File: src/rtl/lfsr_pkg.sv
// lfsr_pkg: FSM encoding and the LFSR step function
// shared by the LFSR stream generator family.
package lfsr_pkg;

  typedef enum logic [1:0] {
    ST_IDLE  = 2'd0,
    ST_RUN   = 2'd1,
    ST_DRAIN = 2'd2
  } gen_state_e;

  localparam int LFSR_MAX_W = 64;

  // Fibonacci step on the low w bits (w <= 64).
  // An all-zero state recovers to dflt instead of
  // locking up.
  function automatic logic [LFSR_MAX_W-1:0] lfsr_next(
    input logic [LFSR_MAX_W-1:0] state,
    input logic [LFSR_MAX_W-1:0] taps,
    input logic [LFSR_MAX_W-1:0] dflt,
    input int unsigned           w
  );
    logic [LFSR_MAX_W-1:0] mask;
    logic                  fb;
    if (w >= LFSR_MAX_W) mask = '1;
    else mask = (64'd1 << w) - 64'd1;
    fb = ^(state & taps & mask);
    if ((state & mask) == '0) return dflt & mask;
    return {state[LFSR_MAX_W-2:0], fb} & mask;
  endfunction

endpackage

File: src/rtl/lfsr_stream_gen_fifo.sv
// stream_fifo: synchronous first-word-fall-through FIFO.
// Ports: flush/push/pop in, pop_data/empty/full/level out.
module stream_fifo #(
  parameter  int WIDTH = 16,
  parameter  int DEPTH = 8,
  localparam int AW    = $clog2(DEPTH),
  localparam int LW    = $clog2(DEPTH + 1)
) (
  input  logic             clk,
  input  logic             rst,
  input  logic             flush,
  input  logic             push,
  input  logic [WIDTH-1:0] push_data,
  input  logic             pop,
  output logic [WIDTH-1:0] pop_data,
  output logic             empty,
  output logic             full,
  output logic [LW-1:0]    level
);

  logic [WIDTH-1:0] mem [DEPTH];
  logic [AW-1:0]    wr_ptr;
  logic [AW-1:0]    rd_ptr;
  logic             push_ok;
  logic             pop_ok;

  assign empty   = (level == '0);
  assign full    = (level == LW'(DEPTH));
  assign pop_ok  = pop && !empty;
  // a pop in the same cycle frees the slot being written
  assign push_ok = push && (!full || pop_ok);
  assign pop_data = empty ? '0 : mem[rd_ptr];

  always_ff @(posedge clk or posedge rst) begin
    if (rst) begin
      wr_ptr <= '0;
      rd_ptr <= '0;
      level  <= '0;
    end else if (flush) begin
      wr_ptr <= '0;
      rd_ptr <= '0;
      level  <= '0;
    end else begin
      if (push_ok) wr_ptr <= wr_ptr + AW'(1);
      if (pop_ok)  rd_ptr <= rd_ptr + AW'(1);
      if (push_ok && !pop_ok)
        level <= level + LW'(1);
      else if (pop_ok && !push_ok)
        level <= level - LW'(1);
    end
  end

  always_ff @(posedge clk) begin
    if (push_ok && !flush) mem[wr_ptr] <= push_data;
  end

endmodule

File: src/rtl/lfsr_stream_gen.sv
// lfsr_stream_gen: runtime-tap Fibonacci LFSR feeding a
// valid/ready stream through a FIFO, with burst control.
// Ports: seed/taps/load/start/stop/burst_len control in;
// m_valid/m_data/m_ready stream; busy/done/cmd_err status.
module lfsr_stream_gen
  import lfsr_pkg::*;
#(
  parameter  int               WIDTH        = 16,
  parameter  int               FIFO_DEPTH   = 8,
  parameter  logic [WIDTH-1:0] DEFAULT_SEED = WIDTH'(16'h0019),
  parameter  int               CNT_W        = 16,
  localparam int               LVL_W        = $clog2(FIFO_DEPTH + 1)
) (
  input  logic             clk,
  input  logic             rst,
  input  logic [WIDTH-1:0] seed,
  input  logic [WIDTH-1:0] taps,
  input  logic             load,
  input  logic             start,
  input  logic             stop,
  input  logic [CNT_W-1:0] burst_len,
  output logic             m_valid,
  input  logic             m_ready,
  output logic [WIDTH-1:0] m_data,
  output logic             busy,
  output logic             done,
  output logic             cmd_err,
  output logic [LVL_W-1:0] fifo_level
);

  gen_state_e       state_q;
  gen_state_e       state_d;
  logic [WIDTH-1:0] lfsr_q;
  logic [CNT_W-1:0] cnt_q;
  logic             free_q;
  logic             done_q;
  logic             cmd_err_q;

  logic gen;
  logic push;
  logic do_load;
  logic done_d;
  logic cmd_err_d;
  logic drain_done;
  logic fifo_empty;
  logic fifo_full;
  logic pop_ok;

  assign pop_ok  = m_valid && m_ready;
  assign m_valid = !fifo_empty;
  // a zero-state generate cycle only recovers the seed
  assign push    = gen && (lfsr_q != '0);
  assign drain_done = fifo_empty ||
    (pop_ok && fifo_level == LVL_W'(1));

  always_ff @(posedge clk or posedge rst) begin
    if (rst) begin
      state_q   <= ST_IDLE;
      done_q    <= 1'b0;
      cmd_err_q <= 1'b0;
    end else begin
      state_q   <= state_d;
      done_q    <= done_d;
      cmd_err_q <= cmd_err_d;
    end
  end

  always_comb begin
    state_d = state_q;
    unique case (state_q)
      ST_IDLE:
        if (start) state_d = ST_RUN;
      ST_RUN:
        if (stop)
          state_d = ST_DRAIN;
        else if (push && !free_q &&
                 cnt_q == CNT_W'(1))
          state_d = ST_DRAIN;
      ST_DRAIN:
        if (drain_done) state_d = ST_IDLE;
      default:
        state_d = ST_IDLE;
    endcase
  end

  always_comb begin
    gen     = 1'b0;
    do_load = 1'b0;
    done_d  = 1'b0;
    unique case (state_q)
      ST_IDLE:
        do_load = load;
      ST_RUN:
        gen = !stop &&
              (free_q || cnt_q != '0) &&
              (!fifo_full || m_ready);
      ST_DRAIN:
        done_d = drain_done;
      default: ;
    endcase
    cmd_err_d = (state_q != ST_IDLE) &&
                (load || start);
  end

  always_ff @(posedge clk or posedge rst) begin
    if (rst) begin
      lfsr_q <= DEFAULT_SEED;
      cnt_q  <= '0;
      free_q <= 1'b0;
    end else begin
      if (do_load)
        lfsr_q <= (seed == '0) ? DEFAULT_SEED : seed;
      else if (gen)
        lfsr_q <= WIDTH'(lfsr_next(
          64'(lfsr_q), 64'(taps),
          64'(DEFAULT_SEED), WIDTH));
      if (state_q == ST_IDLE && start) begin
        cnt_q  <= burst_len;
        free_q <= (burst_len == '0);
      end else if (push && !free_q) begin
        cnt_q <= cnt_q - CNT_W'(1);
      end
    end
  end

  stream_fifo #(
    .WIDTH (WIDTH),
    .DEPTH (FIFO_DEPTH)
  ) u_fifo (
    .clk       (clk),
    .rst       (rst),
    .flush     (do_load),
    .push      (push),
    .push_data (lfsr_q),
    .pop       (m_ready),
    .pop_data  (m_data),
    .empty     (fifo_empty),
    .full      (fifo_full),
    .level     (fifo_level)
  );

  assign busy    = (state_q != ST_IDLE);
  assign done    = done_q;
  assign cmd_err = cmd_err_q;

endmodule

File: config.mk
export PLATFORM = sky130hd
export DESIGN_NAME = lfsr_stream_gen
export DESIGN_NICKNAME = d
export VERILOG_FILES = /design/src/rtl/lfsr_pkg.sv /design/src/rtl/lfsr_stream_gen_fifo.sv /design/src/rtl/lfsr_stream_gen.sv
export SDC_FILE = /design/constraint.sdc
export NUM_CORES = 1
export LEC_CHECK = 0
export ABC_AREA = 1
export CAP_MARGIN = 0
export CORE_MARGIN = 1.5
export CORE_UTILIZATION = 58
export DETAILED_ROUTE_END_ITERATION = 6
export PLACE_DENSITY = 0.82
export SYNTH_ARGS = -nofsm -noshare
export SYNTH_HDL_FRONTEND = slang
export SYNTH_SLANG_ARGS = --single-unit
export TNS_END_PERCENT = 50
File: constraint.sdc
create_clock -name clk -period 3 [get_ports clk]
set_input_delay 0.6 -clock clk [delete_from_list [all_inputs] [get_ports clk]]
set_output_delay 0.6 -clock clk [all_outputs]
set_load 0.02 [all_outputs]
==> results of run 1 <==
-- kinds of logic (layout without fill, tap and decap cells) --
group	Yosys count	count (layout)	share of synthesized area, %
compound gates	163	163	11.1
flops	175	175	59.4
buf+inv	86	187	4.54
xor+xnor	15	15	1.55
simple gates	425	425	22.1
fa+ha+maj	9	9	1.33
-- state kept, by name, indices dropped and copies added (netlist names) --
name / count
cnt_q: 16
u_fifo.wr_ptr: 3
u_fifo.mem: 128
lfsr_q: 16
u_fifo.rd_ptr: 3
cmd_err: 1
free_q: 1
u_fifo.level: 4
done: 1
state_q: 2
-- stage by stage --
| stage | TNS, ns | area, sq um |
|---|---|---|
| final | 0 | 10000 |
| after global routing | 0 | 10000 |
| after detailed placement | 0 | 9480 |
| after global placement | 0 | 9480 |
| after floorplan | 0 | 8460 |
| after CTS | -0.00889 | 10000 |
-- metal layers --
layer  routed length [um]  vias to the layer above  GRT usage [%]  part of all wire [%]
li1                     -                     3154              -                     -
met4                  389                        0           10.6                   2.1
met2                 8950                      294           41.2                    48
met1                 7870                     3045           35.8                    42
met5                    0                        -              0                     0
met3                 1490                       31           4.90                   8.0
-- area by class of cell --
type / instances / share of cell area (%)
Clock inverter: 13 / 1.16
Tap cell: 180 / 2.25
Inverter: 53 / 2.01
Sequential cell: 175 / 50.1
Clock buffer: 18 / 4.28
Multi-Input combinational cell: 612 / 30.5
Timing Repair Buffer: 103 / 9.74
-- cell usage in the layout, fill, tap and decap left out, drive strengths merged --
master         Yosys  final
dfrtp             44     44
dlymetal6s2s       0      3
nand2            203    203
nand4              5      5
nand3b             3      3
nor3b              1      1
a31oi             26     26
nor4               6      6
o21a               2      2
nand3             34     34
edfxtp           128    128
xnor2              5      5
clkinvlp           0      1
bufinv             0      1
o22ai             17     17
inv               53     55
clkinv             0      9
o21bai             1      1
nor3               6      6
o21ai            103    103
a22oi              1      1
clkdlybuf4s50      0     61
clkbuf            14     19
buf               19     26
o211ai             3      3
dfstp              3      3
ha                 9      9
nor2             167    167
xor2              10     10
a21oi             10     10
dlygate4sd2        0     12
-- worst max-delay path by stage --
stage / from / to / depth (start not counted)
after global routing: u_fifo.level[0] / m_data[1] / 6
after global placement: u_fifo.level[0] / m_data[7] / 6
final: u_fifo.rd_ptr[0] / m_data[13] / 7
after floorplan: u_fifo.level[0] / u_fifo.mem[0][0] / 9
after detailed placement: u_fifo.level[0] / m_data[7] / 6
after CTS: u_fifo.rd_ptr[1] / m_data[4] / 6
-- tightest hold or removal path, cell delays in order, from the launching register on --
cell	delay, ns
dfrtp_1	0.35
nand2_1	0.06
nand3_1	0.08
-- timing repair --
item / in CTS / in global routing
hold endpoints to repair: 0 / 0
gates cloned: 0 / 0
setup endpoints to repair: 16 / 4
gates resized for setup: 17 / 6
-- power breakdown --
group / internal, mW / leakage, nW / total, mW / switching [mW]
Combinational: 1.48 / 2.06 / 3.99 / 2.51
Sequential: 3.24 / 1.72 / 3.87 / 0.625
Clock: 1.14 / 0.266 / 2.03 / 0.895
Total: 5.86 / 4.04 / 9.89 / 4.03
==> results_dict.tcl, run 1 <==
set metrics [dict create \
    layout_min_cycle_time_ns 2.83 \
    root_buffer "clkbuf_16" \
    critPathArrivalTime_ns 2.23 \
    clkSlewWorstSetupHoldPaths_ns 0.06 \
    critPathSlowestCell "dfrtp_2" \
    clock_sinks 175 \
    yosysMostFrequentCell "nand2_1" \
    r2r_cells 9 \
    path_cells "inv_2 -> buf_4 -> nor2_1 -> o22ai_1 -> o21ai_1 -> a31oi_1 -> dlygate4sd2_1" \
    synth.largest_area_cell "edfxtp_1" \
    dieArea_sq_mm 0.0153 \
    path_delay_family "buffers and inverters" \
    maxCapViolCount 0 \
    hold_violations 0 \
    antenna_left 0 \
    rsz0062_at_grt "false" \
    cts_setup_buffers 0 \
    synth_ff_type "edfxtp_1" \
    r2r_end "u_fifo.mem[4][3]" \
    min_path_cells 2 \
    crit_path_end_kind "output pin" \
    holdWs_ns 0.526 \
    synth_area_sq_mm 0.00846 \
    outcome "completed" \
    worst_pin_slew_ns 0.593 \
    yosys-top-cells-area "edfxtp_1 45%, dfrtp_1 13%, nand2_1 8.5%" \
    slowest_delay_ns 0.49 \
    ys_seq_area_share_pct 59.4 \
    numCtsBuffers 17 \
    drt-total-wl_mm 18.7 \
    routabilityCongestion 0.889 \
    report.final.slew_viol_count 0 \
    clock_path_buffers 2 \
    synth_edf_count 128 \
    dp_cells 1123 \
    power_per_cell_area_mw_per_mm2 986 \
    cp_max_fo 25 \
    power_mw 9.89 \
    final_cells 1154 \
    area_delta_synth_final_pct 18.6 \
    seq_area_sq_mm 0.00502 \
    hp-class "reg -> reg" \
    fin_util_pct 71.4 \
    clk_latency_ns 0.43 \
    post-dp-hpwl_mm 12.5 \
    finalClockSkew_ns 0.0109 \
    gr-usage-all-layers_pct 26.0 \
    synth-seq-cells 175 \
    hold_buffers 0 \
    async_reset_ff_share_pct 26.9 \
    antenna_found_initial 0 \
    pre_cts_slack_ns 0.200 \
    final_nets 1025 \
    critPathLaunchType "flop" \
    ios 78 \
    core_area_sq_mm 0.0140 \
    vias_per_cell 5.65 \
    drtPass1Iterations 5 \
    grt_max_degree 34 \
    nFillCells 975 \
    netlist_instances 873 \
    diodes 0 \
    p_leak_nw 4.04 \
    grt_pass1_wl_mm 29.7 \
    cts_tree "done" \
    drtIter0Drc 714 \
    htree_levels 4 \
    initial_core_util_pct 60.2 \
    min_from "cnt_q[15]" \
    postSynthAreaPerCell_sq_um 9.69 \
    first_global_vias 6074 \
    die_y_um 124 \
    maxSlewHeadroom_pct 60.4 \
    setup_ws_ns 0.167 \
    crit_type "reg -> out" \
    fin_crit_sh_pct 94.4 \
    ys_types 43 \
    hold_path_end "cnt_q[15]" \
    overflow 0 \
    routedWlPerCell_um 16.2 \
    regToRegStartpoint "lfsr_q[0]" \
    synth_nets 936 \
    num_rows 43 \
    synth_common_cells "192 x nand2_1, 156 x nor2_1, 128 x edfxtp_1, 91 x o21ai_0, 47 x inv_1" \
    drc 0 \
    peakVddDrop_v 0.000443 \
    fmax_mhz 353 \
    drive_above_1_share_pct 10.7 \
    synth.top_cell.area_share_pct 45.4 \
    io_buffers 77 \
    setup_violations 0 \
    rrSetupSlack_ns 0.62 \
    die_w_um 124 \
    multi_input_area_sq_mm 0.00306 \
    worst-path-buf-inv 3 \
    via_count 6524 \
    required_ns 2.40 \
    yosysWarnings 0 \
]
Note: power is estimated with default switching activity, not from simulation.
==> run 2: changes to the inputs <==
SKIP_LAST_GASP = 1   (was unset)
==> results_dict.tcl, run 2 (synthesized netlist as in run 1, its figures left out) <==
set metrics [dict create \
    outcome "finished with violations" \
    violations "negative setup slack" \
    routabilityCongestion 0.889 \
    power_mw 9.95 \
    fmax_mhz 321 \
    p_leak_nw 4.04 \
    cp_max_fo 25 \
    post-dp-hpwl_mm 12.5 \
    crit_path_end_kind "output pin" \
    overflow 0 \
    place_area_sq_mm 0.00948 \
    hold_violations 0 \
    report.final.slew_viol_count 0 \
    worst_pin_slew_ns 0.594 \
    rsz0062_at_grt "true" \
    required_ns 2.40 \
    clock_sinks 175 \
    p_comb_share_pct 40.7 \
    critPathLaunchType "flop" \
    peakVddDrop_v 0.000443 \
    num_rows 43 \
    nFillCells 970 \
    vias_per_cell 5.66 \
    final_nets 1025 \
    ios 78 \
    area_delta_synth_final_pct 18.7 \
    largest_reg_flops 128 \
    critPathArrivalTime_ns 2.51 \
    final_common_cell "nand2_1" \
    maxSlewHeadroom_pct 60.4 \
    power_per_cell_area_mw_per_mm2 990 \
    swShare_pct 40.6 \
    first_global_vias 6074 \
    antenna_found_initial 0 \
    clkSlewWorstSetupHoldPaths_ns 0.06 \
    routedWlPerCell_um 16.2 \
    hold_buffers 0 \
    top_regs "u_fifo.mem (128), cnt_q (16), lfsr_q (16)" \
    grt_pass1_wl_mm 29.7 \
    power_frac_seq_pct 38.9 \
    drc 0 \
    diodes 0 \
    antenna_left 0 \
    initial_core_util_pct 60.2 \
    drtPass1Iterations 5 \
    die_w_um 124 \
    die_y_um 124 \
    final_cell_mix "192 x nand2_1, 156 x nor2_1, 128 x edfxtp_1" \
    via_count 6531 \
    setup_ws_ns -0.111 \
    core_area_sq_mm 0.0140 \
    clk_latency_ns 0.43 \
    fin_crit_sh_pct 104 \
    io_buffers 77 \
    dieArea_sq_mm 0.0153 \
    grt_max_degree 34 \
    drive_above_1_share_pct 10.6 \
    clock_path_buffers 2 \
    htree_levels 4 \
    hp-class "reg -> reg" \
    gr-usage-all-layers_pct 26.0 \
    top_register "u_fifo.mem" \
    drt-total-wl_mm 18.7 \
    crit_type "reg -> out" \
    finish.instance_area_sq_mm 0.0100 \
    maxCapViolCount 0 \
    cts_setup_buffers 0 \
    cts_tree "done" \
    drtIter0Drc 680 \
    setup_violations 5 \
    p_int_mw 5.91 \
    numCtsBuffers 17 \
    root_buffer "clkbuf_16" \
    p_sw_mw 4.04 \
    clock_power_share_pct 20.4 \
    finalClockSkew_ns 0.0126 \
    layout_min_cycle_time_ns 3.11 \
]
==> run 2: changes by cell type in the layout (fill, tap and decap cells not counted), sizes merged <==
cell           change
dlymetal6s2s       +1
dlygate4sd2        -5
clkdlybuf4s50      +5
clkbuf             -1
==> run 2: final timing paths <==
check	startpoint	cells after the start	to	slack (ns)
hold reg to reg	cnt_q[15]	2	cnt_q[15]	0.52
setup reg to reg	lfsr_q[0]	9	u_fifo.mem[4][2]	0.59
setup / recovery	u_fifo.rd_ptr[0]	7	m_data[13]	-0.11
hold / removal	cnt_q[15]	2	cnt_q[15]	0.52
min in group asynchronous	rst	2	cnt_q[9]	0.55
max in group asynchronous	rst	3	lfsr_q[0]	1.83
==> run 2: cell type report <==
class                           instances  area (sq um)  share of cell area (%)
Clock buffer                           18           429                    4.27
Clock inverter                         13           116                    1.16
Inverter                               53           201                    2.01
Multi-Input combinational cell        612          3060                    30.4
Sequential cell                       175          5020                    50.0
Tap cell                              180           225                    2.24
Timing Repair Buffer                  103           991                    9.87
==> run 2: critical path, cell delays in order, from the launching register on <==
cell and delay [ns]:
dfrtp_2 0.50, inv_2 0.10, buf_4 0.27, nor2_1 0.09, o22ai_1 0.23, o21ai_1 0.08
a31oi_1 0.17, clkdlybuf4s50_1 0.63
==> run 2: power groups by stage <==
stage               combinational (mW)  clock (mW)  sequential (mW)
floorplan                         2.88           0             3.70
global placement                  3.96           0             3.88
detailed placement                4.08           0             3.90
CTS                               4.05        2.05             3.86
global route                      4.50        2.16             3.94
finish                            4.05        2.03             3.87
==> run 2: per-stage QoR <==
stage | hold slack [ns] | TNS [ns] | util (%) | cells | worst slack [ns]
final | 0.524 | -0.264 | 71.5 | 1154 | -0.111
after global routing | 0.563 | -0.913 | 71.5 | 1154 | -0.191
after CTS | 0.525 | -0.397 | 71.4 | 1154 | -0.0622
after detailed placement | 0.497 | 0 | 67.5 | 1123 | 0.200
after global placement | 0.481 | 0 | 67.5 | 1123 | 0.224
after floorplan | 0.465 | 0 | - | 873 | 0.420
==> run 2: repair_timing <==
item,CTS,global route
setup endpoints to repair,16,10
gates resized for setup,10,5
gates cloned,0,0
==> run 2: routing by layer <==
layer | GRT usage (%) | vias up | wire length (um)
li1 | - | 3153 | -
met1 | 35.8 | 3060 | 7940
met2 | 41.2 | 283 | 9000
met3 | 4.90 | 35 | 1380
met4 | 10.6 | 0 | 390
met5 | 0 | - | 0
==> run 3: changes to the inputs <==
CTS_CLUSTER_DIAMETER = 80   (was unset)
GPL_TIMING_DRIVEN = 0   (was unset)
==> results_dict.tcl, run 3 (synthesized netlist as in run 1, its figures left out) <==
set metrics [dict create \
    fmax_mhz 326 \
    drc 0 \
    final_common_cell "nand2_1" \
    area_delta_synth_final_pct 20.1 \
    layout_min_cycle_time_ns 3.06 \
    antenna_found_initial 0 \
    grt_max_degree 31 \
    die_w_um 124 \
    crit_type "reg -> out" \
    crit_path_end_kind "output pin" \
    numCtsBuffers 17 \
    top_regs "u_fifo.mem (128), cnt_q (16), lfsr_q (16)" \
    root_buffer "clkbuf_16" \
    diodes 0 \
    drtPass1Iterations 6 \
    drtIter0Drc 654 \
    p_sw_mw 4.40 \
    first_global_vias 6596 \
    via_count 6871 \
    place_area_sq_mm 0.00954 \
    critPathSlowestCell "dfrtp_1" \
    htree_levels 4 \
    hold_buffers 0 \
    clk_latency_ns 0.44 \
    violations "negative setup slack" \
    power_mw 10.4 \
    p_int_mw 6.04 \
    num_rows 43 \
    clock_power_share_pct 21.7 \
    critPathArrivalTime_ns 2.46 \
    rsz0062_at_grt "true" \
    outcome "finished with violations" \
    setup_violations 1 \
    slowest_delay_ns 0.39 \
    nFillCells 988 \
    swShare_pct 42.1 \
    required_ns 2.40 \
    drive_above_1_share_pct 12.2 \
    hp-class "in -> async" \
    clock_path_buffers 2 \
    power_frac_seq_pct 37.1 \
    clock_sinks 175 \
    peakVddDrop_v 0.000460 \
    vias_per_cell 5.89 \
    hold_violations 0 \
    p_leak_nw 4.07 \
    pre_cts_slack_ns -0.373 \
    worst_pin_slew_ns 0.955 \
    cp_max_fo 10 \
    path_cells "buf_2 -> inv_2 -> buf_4 -> buf_2 -> o21ai_0 -> o22ai_1 -> o21ai_0 -> a31oi_1 -> dlygate4sd2_1" \
    grt_pass1_wl_mm 33.0 \
    core_area_sq_mm 0.0140 \
    top_register "u_fifo.mem" \
    largest_reg_flops 128 \
    setup_ws_ns -0.0635 \
    io_buffers 77 \
    ios 78 \
    final_nets 1037 \
    maxSlewHeadroom_pct 36.3 \
    critPathLaunchType "flop" \
    die_y_um 124 \
    overflow 0 \
    dieArea_sq_mm 0.0153 \
    routabilityCongestion 0.909 \
    final_cell_mix "192 x nand2_1, 148 x nor2_1, 128 x edfxtp_1" \
    routedWlPerCell_um 18.2 \
    clkSlewWorstSetupHoldPaths_ns 0.07 \
    finish.instance_area_sq_mm 0.0102 \
    maxCapViolCount 0 \
    fin_crit_sh_pct 102 \
    power_per_cell_area_mw_per_mm2 1030 \
    finalClockSkew_ns 0.00948 \
    drt-total-wl_mm 21.2 \
    cts_tree "done" \
    gr-usage-all-layers_pct 29.3 \
    post-dp-hpwl_mm 14.1 \
    report.final.slew_viol_count 0 \
    antenna_left 0 \
    tns_ns -0.0635 \
    initial_core_util_pct 60.2 \
    p_comb_share_pct 41.1 \
]
[run 3: changes by cell type in the layout (fill, tap and decap cells not counted), sizes merged]
cell	change
buf	-2
bufinv	+1
clkbuf	+16
clkdlybuf4s15	+2
clkdlybuf4s50	-5
clkinv	-7
clkinvlp	+2
dlygate4sd2	+2
dlymetal6s2s	-1
inv	+5
[run 3: final timing paths]
path | from | to | slack (ns) | cells after the start
hold reg to reg | cnt_q[15] | cnt_q[15] | 0.52 | 2
setup / recovery | u_fifo.rd_ptr[0] | m_data[8] | -0.06 | 9
hold / removal | rst | cnt_q[7] | 0.49 | 2
min in group clk | cnt_q[15] | cnt_q[15] | 0.52 | 2
setup reg to reg | lfsr_q[15] | u_fifo.mem[6][12] | 0.15 | 8
max in group asynchronous | rst | lfsr_q[3] | 1.94 | 3
[run 3: repair_timing]
action                     CTS  global route
cloned                       0             0
buffers inserted             0             0
setup endpoints to repair   49            33
gates resized for setup     26            14
[run 3: area by class of cell]
class	instances	area, sq um	share of cell area (%)
Sequential cell	175	5020	49.5
Multi-Input combinational cell	612	3080	30.3
Timing Repair Buffer	82	832	8.19
Clock buffer	18	429	4.23
Tap cell	180	225	2.22
Inverter	53	201	1.98
Buffer	33	194	1.91
Clock inverter	14	174	1.71
[run 3: metrics by stage]
step / util [%] / std cells / hold WS (ns)
2_1_floorplan: - / 873 / 0.465
3_3_place_gp: 67.3 / 1130 / 0.481
3_5_place_dp: 68.0 / 1135 / 0.483
4_1_cts: 72.2 / 1167 / 0.502
5_1_grt: 72.3 / 1167 / 0.529
6_report: 72.3 / 1167 / 0.488
[run 3: power by group through the flow]
stage / Clock, mW / Sequential [mW] / Combinational [mW]
after floorplan: 0 / 3.70 / 2.88
after global placement: 0 / 3.87 / 4.15
after detailed placement: 0 / 3.90 / 4.30
after CTS: 2.26 / 3.85 / 4.27
after global routing: 2.37 / 3.93 / 4.72
final: 2.27 / 3.87 / 4.29
[run 3: critical path: cells and delay by family (launching register included)]
family | cells | cell delay (ns)
buffers and inverters | 5 | 1.02
AO/OA/AOI/OAI | 4 | 0.62
flip-flops | 1 | 0.39
[run 3: routing by layer]
layer  part of all wire (%)  wire [um]  GRT usage, %
met5                      0          0             0
met4                    3.3        699          13.6
met3                    9.8       2080          6.55
met2                     48      10200          48.1
met1                     39       8220          37.2
